**src/rtl/univ_shift_reg.sv**
```systemverilog
// univ_shift_reg: parametrised universal register with parallel load, hold,
// logical/rotate/arithmetic shifts and an LSB-first serialiser.
//
// Op handshake: an operation is taken on a posedge when op_valid=1 and busy=0.
// busy is the inverse of ready. While busy=1 every op input is ignored, and a
// request made in that window is dropped rather than queued. There is no
// backpressure on the serial output: sout is valid on every cycle with busy=1.
module univ_shift_reg #(
    parameter int unsigned      WIDTH   = 4,
    parameter logic [WIDTH-1:0] RST_VAL = '0
) (
    input  logic                         clk,
    input  logic                         rst,
    input  logic                         op_valid,
    input  logic [2:0]                   op,
    input  logic [WIDTH-1:0]             din,
    input  logic                         sin_l,
    input  logic                         sin_r,
    output logic [WIDTH-1:0]             q,
    output logic                         sout,
    output logic                         busy,
    output logic                         done,
    output logic                         dbg_state,
    output logic [$clog2(WIDTH)-1:0]     dbg_count
);

    localparam int unsigned     CW       = $clog2(WIDTH);
    localparam logic [CW-1:0]   LAST_CNT = CW'(WIDTH - 1);

    localparam logic [2:0] OP_HOLD = 3'd0;
    localparam logic [2:0] OP_LOAD = 3'd1;
    localparam logic [2:0] OP_SHL  = 3'd2;
    localparam logic [2:0] OP_SHR  = 3'd3;
    localparam logic [2:0] OP_ROL  = 3'd4;
    localparam logic [2:0] OP_ROR  = 3'd5;
    localparam logic [2:0] OP_ASR  = 3'd6;
    localparam logic [2:0] OP_SER  = 3'd7;

    typedef enum logic {
        IDLE  = 1'b0,
        SHIFT = 1'b1
    } state_t;

    // Below two bits there is nothing to shift between.
    if (WIDTH < 2) begin : g_width_check
        $error("univ_shift_reg: WIDTH must be >= 2");
    end

    state_t          state;
    logic [CW-1:0]   cnt;
    logic [WIDTH-1:0] idle_next;
    logic            accept;

    // An op is accepted only when the serialiser is idle.
    assign accept = op_valid && (state == IDLE);

    // The serial bit is shown only while a word is in flight, otherwise 0.
    assign sout = busy & q[0];

    assign dbg_state = state;
    assign dbg_count = cnt;

    // Next register value for an accepted op while idle.
    always_comb begin
        idle_next = q;
        case (op)
            OP_HOLD: idle_next = q;
            OP_LOAD: idle_next = din;
            OP_SHL:  idle_next = {q[WIDTH-2:0], sin_r};
            OP_SHR:  idle_next = {sin_l, q[WIDTH-1:1]};
            OP_ROL:  idle_next = {q[WIDTH-2:0], q[WIDTH-1]};
            OP_ROR:  idle_next = {q[0], q[WIDTH-1:1]};
            OP_ASR:  idle_next = {q[WIDTH-1], q[WIDTH-1:1]};
            OP_SER:  idle_next = din;
            default: idle_next = q;
        endcase
    end

    // Register, serialiser FSM, bit counter and the done pulse.
    always_ff @(posedge clk) begin
        if (rst) begin
            q     <= RST_VAL;
            state <= IDLE;
            busy  <= 1'b0;
            done  <= 1'b0;
            cnt   <= '0;
        end else begin
            done <= 1'b0;
            case (state)
                IDLE: begin
                    if (accept) begin
                        q <= idle_next;
                        if (op == OP_SER) begin
                            state <= SHIFT;
                            busy  <= 1'b1;
                            cnt   <= '0;
                        end
                    end
                end
                SHIFT: begin
                    // Zero fill, so q is empty by the time done pulses.
                    q <= {1'b0, q[WIDTH-1:1]};
                    if (cnt == LAST_CNT) begin
                        state <= IDLE;
                        busy  <= 1'b0;
                        done  <= 1'b1;
                        cnt   <= '0;
                    end else begin
                        cnt <= cnt + 1'b1;
                    end
                end
                default: begin
                    state <= IDLE;
                    busy  <= 1'b0;
                    cnt   <= '0;
                end
            endcase
        end
    end

    // Structural invariants of the serialiser.
    always_ff @(posedge clk) begin
        if (!rst) begin
            assert (!(done && busy));
            assert (cnt <= LAST_CNT);
            assert (busy == (state == SHIFT));
        end
    end

endmodule
```
**config.mk**
```make
export PLATFORM = sky130hd
export DESIGN_NAME = univ_shift_reg
export DESIGN_NICKNAME = d
export VERILOG_FILES = /design/src/rtl/univ_shift_reg.sv
export SDC_FILE = /design/constraint.sdc
export NUM_CORES = 1
export LEC_CHECK = 0
export BUFFER_PORTS_ARGS = -buffer_cell sky130_fd_sc_hd__buf_2
export CORE_MARGIN = 2
export CORE_UTILIZATION = 39
export DETAILED_ROUTE_END_ITERATION = 10
export PLACE_DENSITY_LB_ADDON = 0.2
export SLEW_MARGIN = 20
export SYNTH_ARGS = -nofsm -noshare
export SYNTH_HDL_FRONTEND = slang
export SYNTH_SLANG_ARGS = --single-unit
```
**constraint.sdc**
```tcl
create_clock -name clk -period 1.36 [get_ports clk]
set_input_delay 0.204 -clock clk [delete_from_list [all_inputs] [get_ports clk]]
set_output_delay 0.204 -clock clk [all_outputs]
set_load 0.01 [all_outputs]
```
==> impl_table.tex, run 1 <==
\begin{tabular}{lr}
\hline
Metric & Value \\
\hline
\multicolumn{2}{l}{\textbf{Finish}} \\
Diode count & 0 \\
Final layout net count & 112 \\
Area growth from synthesis to layout & 18.4\% \\
Ratio of cells with drive above 1 in the final layout & 29.6\% \\
Filler cells & 165 \\
\multicolumn{2}{l}{\textbf{Setup path}} \\
Required time of the critical path & 1.16 ns \\
Launch point of the worst reg-to-reg path & dbg\_state \\
CP max stage delay & 0.51 ns \\
Worst EP arrival & 0.97 ns \\
Bufs and invs on worst path & 1 \\
Worst path top cell family by delay & flip-flops \\
Endpoint kind of the worst setup timing path & output port \\
Highest-delay cell along the critical path & sky130\_fd\_sc\_hd\_\_dfxtp\_1 \\
Class of the most critical setup path & flip-flop to output port \\
Largest fanout on the critical path & 9 \\
Critical Path Source Type & flip-flop \\
Ordered list of cells on the worst path & buf\_2 \\
Slack of the worst reg-to-reg path & 0.26 ns \\
Launch point of the critical path & dbg\_state \\
\multicolumn{2}{l}{\textbf{Detailed routing}} \\
Final routed DRC violation total & 0 \\
Number of design-rule violations left by the first detailed-router iteration & 9 \\
Antenna-violating nets left & 0 \\
Detailed-route via count & 618 \\
Final wirelength & 1460 um \\
Drt first pass iters & 4 \\
Avg Vias per Cell & 5.42 \\
Routed wire per std cell & 12.8 um \\
\multicolumn{2}{l}{\textbf{Yosys}} \\
Cell types with the largest area share after synthesis & sky130\_fd\_sc\_hd\_\_dfxtp\_1, sky130\_fd\_sc\_hd\_\_a21oi\_1, sky130\_fd\_sc\_hd\_\_nand2b\_1 \\
Sequential cell area fraction in the yosys report & 28.9\% \\
Share of synthesized registers carrying an async set or reset & 0\% \\
Count of different cell masters after synthesis & 31 \\
Number of warnings issued by yosys & 0 \\
Predominant post-synthesis flop cell & sky130\_fd\_sc\_hd\_\_dfxtp\_1 \\
Gate count of the mapped netlist & 78 \\
Share of the synthesized area in the top cell type & 28.9\% \\
Mean instance size in the synthesized netlist & 8.00 sq um \\
Number of enable flip-flop cells after synthesis & 0 \\
Number of flip-flops and latches in the synthesized netlist & 9 \\
Total nets after synthesis & 91 \\
Cell Area, Synth & 624 sq um \\
Most area-hungry cell type in the Yosys netlist & sky130\_fd\_sc\_hd\_\_dfxtp\_1 \\
\multicolumn{2}{l}{\textbf{Min path}} \\
Hold Crit Class & input port to flip-flop \\
Startpoint of the lowest-slack hold path & rst \\
\multicolumn{2}{l}{\textbf{Place}} \\
HPWL reported at the end of detailed placement & 1060 um \\
Final weighted congestion in routability-driven placement & 0.767 \\
IO Port Bufs & 21 \\
\multicolumn{2}{l}{\textbf{GRT}} \\
Pin count of the biggest net entering global routing & 13 \\
Number of global-route vias before repair & 565 \\
Initial antenna violation count & 0 \\
Remaining global-route overflow & 0 \\
Global routing usage summed across all routing layers & 17.3\% \\
Wire length of the first global-routing pass & 2400 um \\
\multicolumn{2}{l}{\textbf{Clocking}} \\
Post-CTS setup buffer count & 0 \\
Count of hold buffers inserted by post-cts repair & 0 \\
Clock insertion delay at the later pin of the skew report & 0.26 ns \\
H-Tree Depth & 1 \\
Root buffer cell & sky130\_fd\_sc\_hd\_\_clkbuf\_4 \\
Reg clk slew, reported paths & 0.06 ns \\
Post\_cts resized & 0 \\
TritonCTS sink count & 9 \\
Maximum buffer depth of the clock tree & 2 \\
TritonCTS clock tree & yes \\
Number of buffers created by CTS & 3 \\
\multicolumn{2}{l}{\textbf{Pwr}} \\
LEAKAGE & 0.000322 uW \\
Worst vdd rail ir drop & 501 uV \\
Pwr Density & 876 mW/mm\^{}2 \\
\multicolumn{2}{l}{\textbf{Floorplan}} \\
Number of placement rows & 14 \\
Top-Level Pins & 22 \\
Full die area & 0.00194 sq mm \\
Initial Util & 41.4\% \\
Total core area & 0.00151 sq mm \\
Die outline width & 44.0 um \\
Die span in y & 44.0 um \\
\multicolumn{2}{l}{\textbf{STA}} \\
Total negative setup slack & 0 ns \\
Worst hold slack after final layout & 0.263 ns \\
Final slew viol count & 0 \\
Headroom to the max-slew limit & 78.0\% \\
Fraction of the cycle the final worst path needs & 86.2\% \\
Max Clock Freq & 853 MHz \\
Measured slew at the worst slew-check pin & 0.329 ns \\
Min Clock Period, post-route & 1.17 ns \\
Fin. Hold Viols & 0 \\
Unrepaired setup endpoints after global routing & no \\
Max Clock Skew & 0.00250 ns \\
Setup violations, final & 0 \\
\multicolumn{2}{l}{\textbf{Run status}} \\
Result of the run & complete, no violations \\
\multicolumn{2}{l}{\textbf{Flow run}} \\
Max-capacitance violation count & 0 \\
\hline
\end{tabular}
==> power breakdown <==
group          leakage [uW]  internal (uW)  switching, uW  total (uW)
Sequential        0.0000735            278           18.7         297
Combinational      0.000233           68.5           77.3         146
Clock             0.0000150            113           92.0         205
Total              0.000322            460            188         648
==> worst paths after layout <==
kind / to / cells after the start
max: dbg_state / 1
min: dbg_count[0] / 2
max reg2reg: q[1] / 2
min reg2reg: busy / 2
==> state kept, by name, indices dropped and copies added (netlist names) <==
signal / flops
dbg_count: 2
q: 4
busy: 1
done: 1
dbg_state: 1
==> through the flow <==
step	util (%)	total power [uW]	cells	cell area (sq um)	worst slack [ns]
6_report	49.1	648	114	739	0.187
5_1_grt	49.1	692	114	739	0.136
4_1_cts	49.1	655	114	739	0.180
3_5_place_dp	47.3	449	110	713	0.0875
3_3_place_gp	47.3	447	110	713	0.0910
2_1_floorplan	-	406	78	624	0.249
==> cells in the final DEF (no fill, tap or decap) <==
| cell type | Yosys | final |
|---|---|---|
| sky130_fd_sc_hd__a211oi_1 | 1 | 1 |
| sky130_fd_sc_hd__a21oi_1 | 11 | 11 |
| sky130_fd_sc_hd__a22o_1 | 2 | 2 |
| sky130_fd_sc_hd__and2_1 | 1 | 1 |
| sky130_fd_sc_hd__and3_4 | 1 | 1 |
| sky130_fd_sc_hd__buf_2 | 2 | 21 |
| sky130_fd_sc_hd__buf_4 | 1 | 1 |
| sky130_fd_sc_hd__clkbuf_1 | 1 | 1 |
| sky130_fd_sc_hd__clkbuf_4 | 0 | 3 |
| sky130_fd_sc_hd__dfxtp_1 | 9 | 9 |
| sky130_fd_sc_hd__ha_1 | 1 | 1 |
| sky130_fd_sc_hd__inv_1 | 1 | 1 |
| sky130_fd_sc_hd__mux2i_1 | 2 | 2 |
| sky130_fd_sc_hd__nand2_1 | 8 | 8 |
| sky130_fd_sc_hd__nand2b_1 | 6 | 6 |
| sky130_fd_sc_hd__nand3_1 | 1 | 1 |
| sky130_fd_sc_hd__nand3b_1 | 3 | 3 |
| sky130_fd_sc_hd__nand4_1 | 1 | 1 |
| sky130_fd_sc_hd__nor2_1 | 7 | 7 |
| sky130_fd_sc_hd__nor3_1 | 3 | 3 |
| sky130_fd_sc_hd__nor3b_1 | 1 | 1 |
| sky130_fd_sc_hd__nor3b_2 | 1 | 1 |
| sky130_fd_sc_hd__nor4b_1 | 1 | 1 |
| sky130_fd_sc_hd__o211ai_1 | 2 | 2 |
| sky130_fd_sc_hd__o21ai_0 | 2 | 2 |
| sky130_fd_sc_hd__o221ai_2 | 1 | 1 |
| sky130_fd_sc_hd__o31a_1 | 2 | 2 |
| sky130_fd_sc_hd__or2_1 | 1 | 1 |
| sky130_fd_sc_hd__or3_1 | 1 | 1 |
| sky130_fd_sc_hd__xnor2_1 | 1 | 1 |
| sky130_fd_sc_hd__xnor2_2 | 1 | 1 |
==> layout make-up <==
| class | count | area, sq um | share of cell area, % |
|---|---|---|---|
| clock buffers | 4 | 26.3 | 3.55 |
| inverters | 1 | 3.75 | 0.508 |
| multi-input cells | 62 | 397 | 53.6 |
| flip-flops and latches | 9 | 180 | 24.4 |
| well taps | 16 | 20.0 | 2.71 |
| repair buffers | 22 | 113 | 15.2 |
==> synthesized netlist by cell type, drive strengths merged (2+ instances only) <==
master and count:
a21oi 11, dfxtp 9, nand2 8, nor2 7
nand2b 6, buf 5, nand3b 3, nor3 3
a22o 2, mux2i 2, nor3b 2, o211ai 2
o21ai 2, o31a 2, xnor2 2
==> metal layers <==
| metal | track usage [%] | part of all wire [%] | routed length [um] |
|---|---|---|---|
| met1 | 19.7 | 45 | 662 |
| met2 | 27.6 | 47 | 688 |
| met3 | 6.94 | 6.0 | 88 |
| met4 | 9.09 | 1.3 | 19 |
| met5 | 0 | 0 | 0 |
==> logic make-up (layout without fill, tap and decap cells) <==
kind of cell	after synthesis	count (layout)	synth area share [%]
xor+xnor	2	2	4.01
flops	9	9	28.9
mux	2	2	3.21
compound gates	21	21	22.0
simple gates	36	36	32.3
fa+ha+maj	1	1	2.00
buf+inv	7	27	7.61
Note: power is estimated with default switching activity, not from simulation.
==> run 2: changes to the inputs <==
--- a/config.mk
+++ b/config.mk
@@ -7,10 +7,10 @@
 export LEC_CHECK = 0
 export BUFFER_PORTS_ARGS = -buffer_cell sky130_fd_sc_hd__buf_2
 export CORE_MARGIN = 2
-export CORE_UTILIZATION = 39
+export CORE_UTILIZATION = 25
 export DETAILED_ROUTE_END_ITERATION = 10
 export PLACE_DENSITY_LB_ADDON = 0.2
-export SLEW_MARGIN = 20
+export SETUP_SLACK_MARGIN = 0.05
 export SYNTH_ARGS = -nofsm -noshare
 export SYNTH_HDL_FRONTEND = slang
 export SYNTH_SLANG_ARGS = --single-unit
==> run 2 against run 1 <==
Clock skew rose by 0.0075 ns. Setup slack better by 0.027 ns. Critical path depth up 1. Non-clock buffer count increased by 1. Cell area up 3.4%. Maximum frequency increased by 2.3%. Clock power is 2% higher. Combinational power increased by 3%. Via count shrank 0.97%. Sequential share of layout area shrank 0.80 points. First-iteration DRC count shrank 22%. Routed wire length is 3.2% higher. Critical path type unchanged.
==> impl_table.tex, run 2 (synthesized netlist as in run 1, its figures left out) <==
\begin{tabular}{lr}
\hline
Metric & Value \\
\hline
\multicolumn{2}{l}{\textbf{Run status}} \\
Result of the run & complete, no violations \\
\multicolumn{2}{l}{\textbf{Finish}} \\
Final layout net count & 113 \\
Area growth from synthesis to layout & 22.4\% \\
Utilization after layout & 31.7\% \\
Ratio of cells with drive above 1 in the final layout & 30.3\% \\
Register ranked first by flip-flop count & q \\
Number of flip-flops under the largest register name & 4 \\
Top library cells by usage in the layout, fill and taps aside & sky130\_fd\_sc\_hd\_\_buf\_2, sky130\_fd\_sc\_hd\_\_a21oi\_1, sky130\_fd\_sc\_hd\_\_dfxtp\_1 \\
Commonest non-fill, non-tap cell in the layout & sky130\_fd\_sc\_hd\_\_buf\_2 \\
Diode count & 0 \\
\multicolumn{2}{l}{\textbf{Clocking}} \\
Reg clk slew, reported paths & 0.07 ns \\
Clock insertion delay at the later pin of the skew report & 0.26 ns \\
Root buffer cell & sky130\_fd\_sc\_hd\_\_clkbuf\_4 \\
Count of hold buffers inserted by post-cts repair & 0 \\
H-Tree Depth & 1 \\
TritonCTS sink count & 9 \\
Post-CTS setup buffer count & 0 \\
Maximum buffer depth of the clock tree & 2 \\
TritonCTS clock tree & yes \\
Number of buffers created by CTS & 3 \\
Post\_cts resized & 0 \\
\multicolumn{2}{l}{\textbf{Detailed routing}} \\
Routed wire per std cell & 11.7 um \\
Final routed DRC violation total & 0 \\
Avg Vias per Cell & 4.74 \\
Detailed-route via count & 612 \\
Number of design-rule violations left by the first detailed-router iteration & 7 \\
Final wirelength & 1510 um \\
Antenna-violating nets left & 0 \\
Drt first pass iters & 3 \\
\multicolumn{2}{l}{\textbf{Setup path}} \\
Endpoint kind of the worst setup timing path & output port \\
Largest fanout on the critical path & 5 \\
Worst EP arrival & 0.94 ns \\
Class of the most critical setup path & flip-flop to output port \\
Required time of the critical path & 1.16 ns \\
Critical Path Source Type & flip-flop \\
\multicolumn{2}{l}{\textbf{Floorplan}} \\
Full die area & 0.00291 sq mm \\
Total core area & 0.00241 sq mm \\
Die span in y & 54.0 um \\
Die outline width & 54.0 um \\
Number of placement rows & 18 \\
Initial Util & 25.9\% \\
Top-Level Pins & 22 \\
\multicolumn{2}{l}{\textbf{GRT}} \\
Pin count of the biggest net entering global routing & 13 \\
Global routing usage summed across all routing layers & 12.3\% \\
Wire length of the first global-routing pass & 2550 um \\
Initial antenna violation count & 0 \\
Remaining global-route overflow & 0 \\
Number of global-route vias before repair & 576 \\
\multicolumn{2}{l}{\textbf{STA}} \\
Fin. Hold Viols & 0 \\
Headroom to the max-slew limit & 78.9\% \\
Total negative setup slack & 0 ns \\
Measured slew at the worst slew-check pin & 0.315 ns \\
Unrepaired setup endpoints after global routing & no \\
Setup violations, final & 0 \\
Max Clock Skew & 0.0100 ns \\
Min Clock Period, post-route & 1.15 ns \\
Final slew viol count & 0 \\
Max Clock Freq & 873 MHz \\
Fraction of the cycle the final worst path needs & 84.3\% \\
\multicolumn{2}{l}{\textbf{Pwr}} \\
LEAKAGE & 0.000327 uW \\
Worst vdd rail ir drop & 398 uV \\
Pwr Density & 861 mW/mm\^{}2 \\
Overall power & 658 uW \\
\multicolumn{2}{l}{\textbf{Place}} \\
HPWL reported at the end of detailed placement & 1140 um \\
IO Port Bufs & 21 \\
Final weighted congestion in routability-driven placement & 0.819 \\
\multicolumn{2}{l}{\textbf{Flow run}} \\
Max-capacitance violation count & 0 \\
\multicolumn{2}{l}{\textbf{Min path}} \\
Hold Crit Class & input port to flip-flop \\
\hline
\end{tabular}
[run 2: cell count changes in the layout (fill, tap and decap cells not counted), sizes merged]
cell / before / now
buf: 22 / 23
[run 2: path summary, 6_finish.rpt]
kind | from | end | slack [ns] | cells after the start
max | q[0] | sout | 0.21 | 2
min | rst | dbg_count[0] | 0.26 | 2
max reg2reg | dbg_state | q[0] | 0.28 | 4
min reg2reg | busy | busy | 0.47 | 2
[run 2: critical path: stages (launching register included)]
cell                      delay (ns)
sky130_fd_sc_hd__dfxtp_1        0.41
sky130_fd_sc_hd__and2_1         0.15
sky130_fd_sc_hd__buf_2          0.12
[run 2: routing by layer]
metal / part of all wire (%) / vias to the layer above / track usage (%)
met2: 48 / 12 / 18.7
met4: 1.9 / 0 / 6.25
li1: - / 318 / -
met5: 0 / - / 0
met1: 47 / 278 / 16.0
met3: 3.4 / 4 / 3.33
[run 2: where the power goes]
group	switching (uW)	internal, uW	total [uW]
Clock	97.4	113	210
Combinational	79.3	72.0	151
Sequential	18.1	278	296
[run 2: final cells by class]
type | count | area [sq um]
Tap cell | 30 | 37.5
Timing Repair Buffer | 23 | 120
Sequential cell | 9 | 180
Clock buffer | 4 | 26.3
Inverter | 1 | 3.75
Multi-Input combinational cell | 62 | 397
Fill cell | 260 | 1650
[run 2: stage by stage]
step / instance area, sq um / hold WS [ns] / worst slack, ns / instances
after floorplan: 624 / 0.407 / 0.249 / 78
after global placement: 738 / 0.456 / 0.0754 / 125
after detailed placement: 738 / 0.464 / 0.0726 / 125
after CTS: 764 / 0.257 / 0.205 / 129
after global routing: 764 / 0.262 / 0.155 / 129
final: 764 / 0.258 / 0.214 / 129
==> run 3: changes to the inputs <==
==> constraint.sdc (replaced) <==
create_clock -name clk -period 1.1 [get_ports clk]
set_input_delay 0.165 -clock clk [delete_from_list [all_inputs] [get_ports clk]]
set_output_delay 0.165 -clock clk [all_outputs]
set_load 0.01 [all_outputs]
==> run 3 against run 2 <==
Utilization rose by 7.2 points. Routed wire length rose by 5.8%. Die area did not move. Sequential cell count did not move. Via count rose by 8.3%. Clock skew fell by 0.0075 ns. Global-route usage rose by 0.63 points. Largest power group unchanged. Total power rose by 34%.
==> impl_table.tex, run 3 (synthesized netlist as in run 1, its figures left out) <==
\begin{tabular}{lr}
\hline
Metric & Value \\
\hline
\multicolumn{2}{l}{\textbf{Run status}} \\
Result of the run & complete, no violations \\
\multicolumn{2}{l}{\textbf{Finish}} \\
Register ranked first by flip-flop count & q \\
Utilization after layout & 38.9\% \\
Area growth from synthesis to layout & 50.1\% \\
Top library cells by usage in the layout, fill and taps aside & sky130\_fd\_sc\_hd\_\_buf\_2, sky130\_fd\_sc\_hd\_\_buf\_4, sky130\_fd\_sc\_hd\_\_a21oi\_1 \\
Number of non-filler instances in the completed layout & 142 \\
Commonest non-fill, non-tap cell in the layout & sky130\_fd\_sc\_hd\_\_buf\_2 \\
Final layout net count & 126 \\
Ratio of cells with drive above 1 in the final layout & 46.4\% \\
Diode count & 0 \\
Number of flip-flops under the largest register name & 4 \\
\multicolumn{2}{l}{\textbf{Setup path}} \\
Launch point of the worst reg-to-reg path & dbg\_state \\
Bufs and invs on worst path & 2 \\
Worst EP arrival & 0.85 ns \\
Highest-delay cell along the critical path & sky130\_fd\_sc\_hd\_\_dfxtp\_4 \\
Worst path top cell family by delay & flip-flops \\
Class of the most critical setup path & flip-flop to output port \\
Critical Path Source Type & flip-flop \\
Largest fanout on the critical path & 5 \\
Endpoint kind of the worst setup timing path & output port \\
Launch point of the critical path & dbg\_state \\
Cell seen most often among critical-path stages & sky130\_fd\_sc\_hd\_\_buf\_6 \\
Ordered list of cells on the worst path & buf\_6 > buf\_6 \\
CP max stage delay & 0.36 ns \\
Required time of the critical path & 0.94 ns \\
\multicolumn{2}{l}{\textbf{Detailed routing}} \\
Routed wire per std cell & 11.2 um \\
Final routed DRC violation total & 0 \\
Detailed-route via count & 663 \\
Number of design-rule violations left by the first detailed-router iteration & 7 \\
Antenna-violating nets left & 0 \\
Final wirelength & 1590 um \\
Avg Vias per Cell & 4.67 \\
Drt first pass iters & 4 \\
\multicolumn{2}{l}{\textbf{Pwr}} \\
Power spent charging and discharging nets & 251 uW \\
Clk network pwr share & 28.7\% \\
Cell-internal power & 630 uW \\
Part of the total power dissipated in sequential elements & 41.2\% \\
LEAKAGE & 0.000407 uW \\
Pwr Density & 940 mW/mm\^{}2 \\
Combinational group share of total power & 30.1\% \\
Switching share of total power & 28.5\% \\
Worst vdd rail ir drop & 524 uV \\
\multicolumn{2}{l}{\textbf{Floorplan}} \\
Die outline width & 54.0 um \\
Total core area & 0.00241 sq mm \\
Number of placement rows & 18 \\
Full die area & 0.00291 sq mm \\
Die span in y & 54.0 um \\
Initial Util & 25.9\% \\
Top-Level Pins & 22 \\
\multicolumn{2}{l}{\textbf{Clocking}} \\
Number of buffers created by CTS & 3 \\
Maximum buffer depth of the clock tree & 2 \\
Reg clk slew, reported paths & 0.06 ns \\
TritonCTS clock tree & yes \\
Clock insertion delay at the later pin of the skew report & 0.26 ns \\
H-Tree Depth & 1 \\
Root buffer cell & sky130\_fd\_sc\_hd\_\_clkbuf\_4 \\
TritonCTS sink count & 9 \\
\multicolumn{2}{l}{\textbf{GRT}} \\
Wire length of the first global-routing pass & 2720 um \\
GR met2 Demand/Resource & 18.9\% \\
Remaining global-route overflow & 0 \\
Most used routing layer in global routing & met2 \\
Met3 global-route usage & 5.00\% \\
Initial antenna violation count & 0 \\
Global routing usage summed across all routing layers & 13.0\% \\
Met1 routing resource usage after global routing & 17.5\% \\
Number of global-route vias before repair & 602 \\
Pin count of the biggest net entering global routing & 12 \\
\multicolumn{2}{l}{\textbf{Place}} \\
HPWL reported at the end of detailed placement & 1290 um \\
IO Port Bufs & 21 \\
Placed cell count & 135 \\
Final weighted congestion in routability-driven placement & 0.814 \\
\multicolumn{2}{l}{\textbf{STA}} \\
Min Clock Period, post-route & 1.02 ns \\
Max Clock Skew & 0.00247 ns \\
Worst hold slack after final layout & 0.145 ns \\
Unrepaired setup endpoints after global routing & yes \\
Fraction of the cycle the final worst path needs & 92.5\% \\
Setup violations, final & 0 \\
Fin. Hold Viols & 0 \\
Final slew viol count & 0 \\
Headroom to the max-slew limit & 82.7\% \\
Measured slew at the worst slew-check pin & 0.258 ns \\
Max Clock Freq & 983 MHz \\
\multicolumn{2}{l}{\textbf{Flow run}} \\
Max-capacitance violation count & 0 \\
\multicolumn{2}{l}{\textbf{Min path}} \\
Hold Crit Class & input port to flip-flop \\
Startpoint of the lowest-slack hold path & rst \\
\hline
\end{tabular}
## run 3: cell types whose count changed in the layout (fill, tap and decap cells not counted), sizes merged
cell	change
buf	+13
## run 3: final timing paths
| kind | to | slack [ns] | cells after the start |
|---|---|---|---|
| setup reg to reg | q[0] | 0.10 | 4 |
| setup / recovery | dbg_state | 0.08 | 2 |
| hold reg to reg | busy | 0.46 | 2 |
| hold / removal | dbg_count[0] | 0.15 | 2 |
## run 3: routing by layer
metal | part of all wire [%] | vias to the layer above | routed length [um]
li1 | - | 346 | -
met1 | 46 | 303 | 739
met2 | 49 | 14 | 780
met3 | 4.5 | 0 | 72
met4 | 0 | 0 | 0
met5 | 0 | - | 0
## run 3: power by group through the flow
stage	sequential (uW)	combinational, uW	clock (uW)
after CTS	361	244	263
after detailed placement	371	225	0
after floorplan	376	126	0
after global placement	372	223	0
after global routing	366	293	291
final	363	265	253
## run 3: area by class of cell
type | count | area (sq um)
Tap cell | 30 | 37.5
Multi-Input combinational cell | 62 | 413
Sequential cell | 9 | 191
Fill cell | 261 | 1470
Inverter | 1 | 3.75
Timing Repair Buffer | 36 | 265
Clock buffer | 4 | 26.3
## run 3: what timing repair did
item / 4_1_cts / 5_1_grt
hold buffers: 0 / 0
endpoints found under the setup margin: 4 / 8
pin swaps: 1 / 2
endpoints found under the hold margin: 0 / 0
resized for setup: 5 / 12
setup buffers: 2 / 1
## run 3: through the flow
| stage | setup WS, ns | total power (uW) | area [sq um] | setup TNS [ns] |
|---|---|---|---|---|
| floorplan | 0.0503 | 503 | 627 | 0 |
| detailed placement | -0.105 | 596 | 813 | -0.424 |
| finish | 0.0827 | 881 | 937 | 0 |
| global route | 0.0350 | 950 | 937 | 0 |
| CTS | 0.0432 | 868 | 878 | 0 |
| global placement | -0.0978 | 595 | 813 | -0.332 |
